<file path="config.mk">
export PLATFORM = sky130hd
export DESIGN_NAME = led_display_monitor
export DESIGN_NICKNAME = d
export VERILOG_FILES = /design/src/rtl/led_display_pkg.sv /design/src/rtl/seg_monitor_sync.sv /design/src/rtl/led_display_monitor.sv
export SDC_FILE = /design/constraint.sdc
export NUM_CORES = 1
export LEC_CHECK = 0
export ABC_CLOCK_PERIOD_IN_PS = 3800
export BUFFER_PORTS_ARGS = -buffer_cell sky130_fd_sc_hd__buf_2
export CORE_MARGIN = 8
export CORE_UTILIZATION = 30
export DETAILED_ROUTE_END_ITERATION = 7
export PLACE_DENSITY_LB_ADDON = 0.25
export SETUP_SLACK_MARGIN = 0.3
export SYNTH_ARGS = -nofsm -noshare
export SYNTH_HDL_FRONTEND = slang
export SYNTH_SLANG_ARGS = --single-unit
export TNS_END_PERCENT = 20
</file>
<file path="constraint.sdc">
create_clock -name external_clk -period 3.8 [get_ports external_clk]
set_input_delay 0.57 -clock external_clk [delete_from_list [all_inputs] [get_ports external_clk]]
set_output_delay 0.57 -clock external_clk [all_outputs]
set_load 0.005 [all_outputs]
</file>
<file path="src/rtl/led_display_pkg.sv">
// Shared constants and helpers for the seven-segment display driver and monitor.
// Select-bus classification lives here so both sides agree on one-hot decoding.
package led_display_pkg;

    localparam int DIGIT_NUM = 8;
    localparam int SEG_W     = 8;
    localparam int IDX_W     = $clog2(DIGIT_NUM);

    typedef enum logic {
        S_IDLE,
        S_TRACK
    } mon_state_t;

    typedef enum logic [1:0] {
        SEL_ZERO,
        SEL_ONE,
        SEL_MULTI
    } sel_class_t;

    function automatic sel_class_t classify(logic [DIGIT_NUM-1:0] v);
        if (v == '0)
            return SEL_ZERO;
        else if ((v & (v - DIGIT_NUM'(1))) == '0)
            return SEL_ONE;
        else
            return SEL_MULTI;
    endfunction

    function automatic logic [IDX_W-1:0] onehot_idx(logic [DIGIT_NUM-1:0] v);
        logic [IDX_W-1:0] idx;
        idx = '0;
        for (int i = 0; i < DIGIT_NUM; i++) begin
            if (v[i])
                idx = IDX_W'(i);
        end
        return idx;
    endfunction

endpackage

</file>
<file path="src/rtl/seg_monitor_sync.sv">
// Parameterized-width two-flop synchronizer with asynchronous active-low reset.
// Used to bring the tapped display pins into the monitor clock domain.
module seg_monitor_sync #(
    parameter int WIDTH = 16
) (
    input  logic             clk,
    input  logic             rst_n,
    input  logic [WIDTH-1:0] d,
    output logic [WIDTH-1:0] q
);

    logic [WIDTH-1:0] meta;

    always_ff @(posedge clk or negedge rst_n) begin
        if (!rst_n) begin
            meta <= '0;
            q    <= '0;
        end else begin
            meta <= d;
            q    <= meta;
        end
    end

endmodule

</file>
<file path="src/rtl/led_display_monitor.sv">
// Passive observer of the multiplexed seven-segment bus; rebuilds the
// static 8-digit image, per-digit liveness and a scan-wrap pulse.
module led_display_monitor
    import led_display_pkg::*;
#(
    parameter logic VALID_SIGNAL   = 1'b0,
    parameter int   STABLE_CYCLES  = 16,
    parameter int   TIMEOUT_CYCLES = 2_000_000
) (
    input  logic                       external_clk,
    input  logic                       external_rstn,
    input  logic [SEG_W-1:0]           led_display_seg,
    input  logic [DIGIT_NUM-1:0]       led_display_sel,
    output logic [DIGIT_NUM*SEG_W-1:0] digit_seg,
    output logic [DIGIT_NUM-1:0]       digit_valid,
    output logic                       frame_done,
    output logic                       sel_error
);

    localparam int              WIN_W    = $clog2(TIMEOUT_CYCLES);
    localparam logic [WIN_W-1:0] WIN_LAST = WIN_W'(TIMEOUT_CYCLES - 1);
    localparam logic [15:0]      STABLE   = 16'(STABLE_CYCLES);

    logic [DIGIT_NUM+SEG_W-1:0] sync_bus;
    logic [DIGIT_NUM-1:0]       sel_n;
    logic [SEG_W-1:0]           seg_n;
    sel_class_t                 cls;
    logic [IDX_W-1:0]           idx_s;

    seg_monitor_sync #(
        .WIDTH (DIGIT_NUM + SEG_W)
    ) u_sync (
        .clk   (external_clk),
        .rst_n (external_rstn),
        .d     ({led_display_sel, led_display_seg}),
        .q     (sync_bus)
    );

    // Normalize so a 1 always means "pin at its active level".
    assign sel_n = sync_bus[DIGIT_NUM+SEG_W-1:SEG_W] ~^ {DIGIT_NUM{VALID_SIGNAL}};
    assign seg_n = sync_bus[SEG_W-1:0] ~^ {SEG_W{VALID_SIGNAL}};
    assign cls   = classify(sel_n);
    assign idx_s = onehot_idx(sel_n);

    mon_state_t           state, state_d;
    logic [IDX_W-1:0]     cand_idx, cand_idx_d;
    logic [SEG_W-1:0]     cand_seg, cand_seg_d;
    logic [15:0]          cnt, cnt_d;
    logic                 committed, committed_d;
    logic                 commit;
    logic [DIGIT_NUM-1:0] commit_vec;
    logic [DIGIT_NUM-1:0] seen, seen_d;
    logic [DIGIT_NUM-1:0] valid_d;
    logic [DIGIT_NUM*SEG_W-1:0] seg_d;
    logic [IDX_W-1:0]     last_idx;
    logic                 have_last;
    logic [WIN_W-1:0]     win_cnt;
    logic                 win_wrap;

    always_comb begin
        state_d     = S_IDLE;
        cand_idx_d  = cand_idx;
        cand_seg_d  = cand_seg;
        cnt_d       = '0;
        committed_d = 1'b0;
        commit      = (state == S_TRACK) && (cnt == STABLE) && !committed;
        case (cls)
            SEL_ONE: begin
                state_d = S_TRACK;
                if (state == S_TRACK && idx_s == cand_idx && seg_n == cand_seg) begin
                    cnt_d       = (cnt == STABLE) ? cnt : cnt + 16'd1;
                    committed_d = committed | commit;
                end else begin
                    cand_idx_d = idx_s;
                    cand_seg_d = seg_n;
                    cnt_d      = 16'd1;
                end
            end
            default: begin
                state_d = S_IDLE;
            end
        endcase
    end

    assign win_wrap   = (win_cnt == WIN_LAST);
    assign commit_vec = commit ? (DIGIT_NUM'(1) << cand_idx) : '0;

    // Window wrap rebuilds liveness from what was committed during the window.
    always_comb begin
        valid_d = win_wrap ? (seen | commit_vec) : (digit_valid | commit_vec);
        seen_d  = win_wrap ? commit_vec : (seen | commit_vec);
        seg_d   = digit_seg;
        for (int i = 0; i < DIGIT_NUM; i++) begin
            if (commit_vec[i])
                seg_d[i*SEG_W +: SEG_W] = cand_seg;
            else if (!valid_d[i])
                seg_d[i*SEG_W +: SEG_W] = '0;
        end
    end

    always_ff @(posedge external_clk or negedge external_rstn) begin
        if (!external_rstn) begin
            state       <= S_IDLE;
            cand_idx    <= '0;
            cand_seg    <= '0;
            cnt         <= '0;
            committed   <= 1'b0;
            seen        <= '0;
            last_idx    <= '0;
            have_last   <= 1'b0;
            win_cnt     <= '0;
            digit_seg   <= '0;
            digit_valid <= '0;
            frame_done  <= 1'b0;
            sel_error   <= 1'b0;
        end else begin
            state       <= state_d;
            cand_idx    <= cand_idx_d;
            cand_seg    <= cand_seg_d;
            cnt         <= cnt_d;
            committed   <= committed_d;
            seen        <= seen_d;
            win_cnt     <= win_wrap ? '0 : win_cnt + WIN_W'(1);
            digit_seg   <= seg_d;
            digit_valid <= valid_d;
            sel_error   <= (cls == SEL_MULTI);
            frame_done  <= commit && have_last && (cand_idx <= last_idx);
            if (commit) begin
                last_idx  <= cand_idx;
                have_last <= 1'b1;
            end
        end
    end

endmodule

</file>
==> results.cfg <==
[setup_path]
cp.required_ps = 4160
end_kind = flop
crit_type = reg2reg
reg2reg_depth = 6
start_kind = flop
cp.arrival_ps = 3100
cp_max_fo = 18

[drt]
drt-total-wl_mm = 15.76
drt_first_pass_iters = 4
drc_errors = 0
drt_iter0_markers = 242
drt-wirelength-per-cell_um = 17.47
ant_nets = 0
via_count = 4378
vias_per_cell = 4.854

[floorplanning]
io_pins = 92
die_w_um = 165.2
dieArea_um2 = 27300
row_count = 54
die_y_um = 165.2
coreArea_um2 = 21820
initial_core_util = 0.3061

[sta]
hold_violations = 0
slew_headroom = 0.3019
final-setup-viol-count = 0
rsz0062_at_grt = no
worst_pin_slew_ps = 1039
period_minus_slack_ps = 2735
finalCritPeriodShare = 0.7197
drv_slew = 0
fin_setup_tns_ps = 0
final.setup_skew_ps = 9.862
fmax_mhz = 365.7

[power_and_ir_drop]
vdd_ir_drop_max_mv = 0.2648
finalPower_mw = 3.807
power_density_nw_per_um2 = 476.7
leakage_nw = 4.008

[clock_network]
clk_pin_slew_ps = 70
root_buffer = clkbuf_16
cts_inserted_buffers = 17
cts-resized-gates = 0
tritoncts = built
cts_setup_buffers = 0
cts_max_level = 4
insertion_delay_ps = 420
cts.path.max_buffers = 2
cts_sinks = 168
cts_hold_buffers = 0

[yosys]
syn-num-nets = 541
syn_inst = 517
ys_warn_count = 0
synthesis.area_um2 = 6680
yosysSeqAreaShare = 0.6293
async_flop_share = 1.000
synthFlopType = dfrtp_1
synth-edff-count = 0
synth_cell_types = 49
yosys_register_bits = 168
syn_avg_cell_area_um2 = 12.92

[grt]
grt_pass1_wl_mm = 25.34
grt.total_usage = 0.1193
grt_overflow = 0
grt_antenna_before_repair = 0
grt_max_degree = 102
grt_pass1_vias = 4590

[layout]
layout_common_cells = 168 x dfrtp_1, 90 x buf_2, 64 x a22o_1
fin_cells = 902
antenna_cells = 0
fin_util = 0.3660
synthToLayoutAreaGrowth_pct = 19.55
drive_gt1_frac = 0.2476
fin_nets = 633
final_common_cell = dfrtp_1
fillers = 2125

[job]
cap_violations = 0

[place]
dp.cells = 870
place.gp.congestion = 0.7603
hpwl_mm = 10.87
io_buffers = 91

[status]
status = completed

[min_path]
worst_hold_path_type = in2async
## state kept, by name, indices dropped and copies added, names as in the netlist
name / flops
digit_seg: 64
win_cnt: 21
cnt: 16
u_sync.meta: 16
u_sync.q: 16
cand_seg: 8
digit_valid: 8
seen: 8
cand_idx: 3
last_idx: 3
committed: 1
frame_done: 1
have_last: 1
sel_error: 1
state: 1
## Yosys cell counts, drive strengths merged, types with 6 or more instances
cell,n,area share
nand2b,11,0.010
dfrtp,168,0.63
nand2,22,0.012
ha,6,0.011
a21o,10,0.011
nor4,6,0.0066
clkbuf,7,0.0039
inv,9,0.0051
a21oi,8,0.0060
xnor2,21,0.028
nand3,18,0.014
and3,12,0.011
a22o,64,0.084
buf,19,0.019
xor2,21,0.028
o31ai,9,0.010
o21ai,14,0.010
nand4,6,0.0056
nor3,7,0.0052
nor2,45,0.038
mux2i,10,0.015
## worst max-delay path, stage by stage (launching register included)
cell,delay (ps)
dfrtp_1,440
nor4_1,340
nand4_1,160
or3_1,710
mux2i_1,250
nor2_1,530
a22o_1,230
## path summary, 6_finish.rpt
check / start / end / slack (ps)
min reg2reg: u_sync.meta[0] / u_sync.q[0] / 350
max: win_cnt[13] / digit_seg[12] / 1070
max in group asynchronous: external_rstn / digit_seg[24] / 2640
min: external_rstn / u_sync.meta[1] / 250
max reg2reg: win_cnt[13] / digit_seg[12] / 1070
min in group external_clk: led_display_sel[2] / u_sync.meta[10] / 250
## cell type report
type	count	area, um^2	area share
clock buffers	19	442.9	0.05546
clock inverters	13	135.1	0.01692
inverters	9	33.78	0.004230
multi-input cells	314	2286	0.2862
flip-flops and latches	168	4204	0.5264
well taps	280	350.3	0.04387
repair buffers	99	534.3	0.06690
## metrics by stage
step	hold slack, ps	setup slack, ps	area, um^2
after floorplan	274.4	1684	6680
after global placement	336.5	1145	7408
after detailed placement	337.8	1073	7408
after CTS	223.9	1050	7986
after global routing	213.1	851.3	7986
final	247.6	1065	7986
## routing by layer
layer,part of all wire,track usage,wire (um),vias to the layer above
li1,-,-,-,2028
met1,0.46,0.1528,7225,2229
met2,0.47,0.1883,7456,103
met3,0.051,0.03619,807,18
met4,0.017,0.04136,266,0
met5,0,0,0,-
## power by group
group	total [mW]	leakage (nW)	switching, mW	internal, mW
registers	1.96	2.24	0.128	1.83
clock network	1.70	0.283	0.754	0.941
logic	0.153	1.48	0.0895	0.0637
## cell families after synthesis
family | synth area share
xor+xnor | 0.05507
mux | 0.02004
fa+ha+maj | 0.01124
compound gates | 0.1332
flops | 0.6293
simple gates | 0.1227
buf+inv | 0.02847
Note: power is estimated with default switching activity, not from simulation.
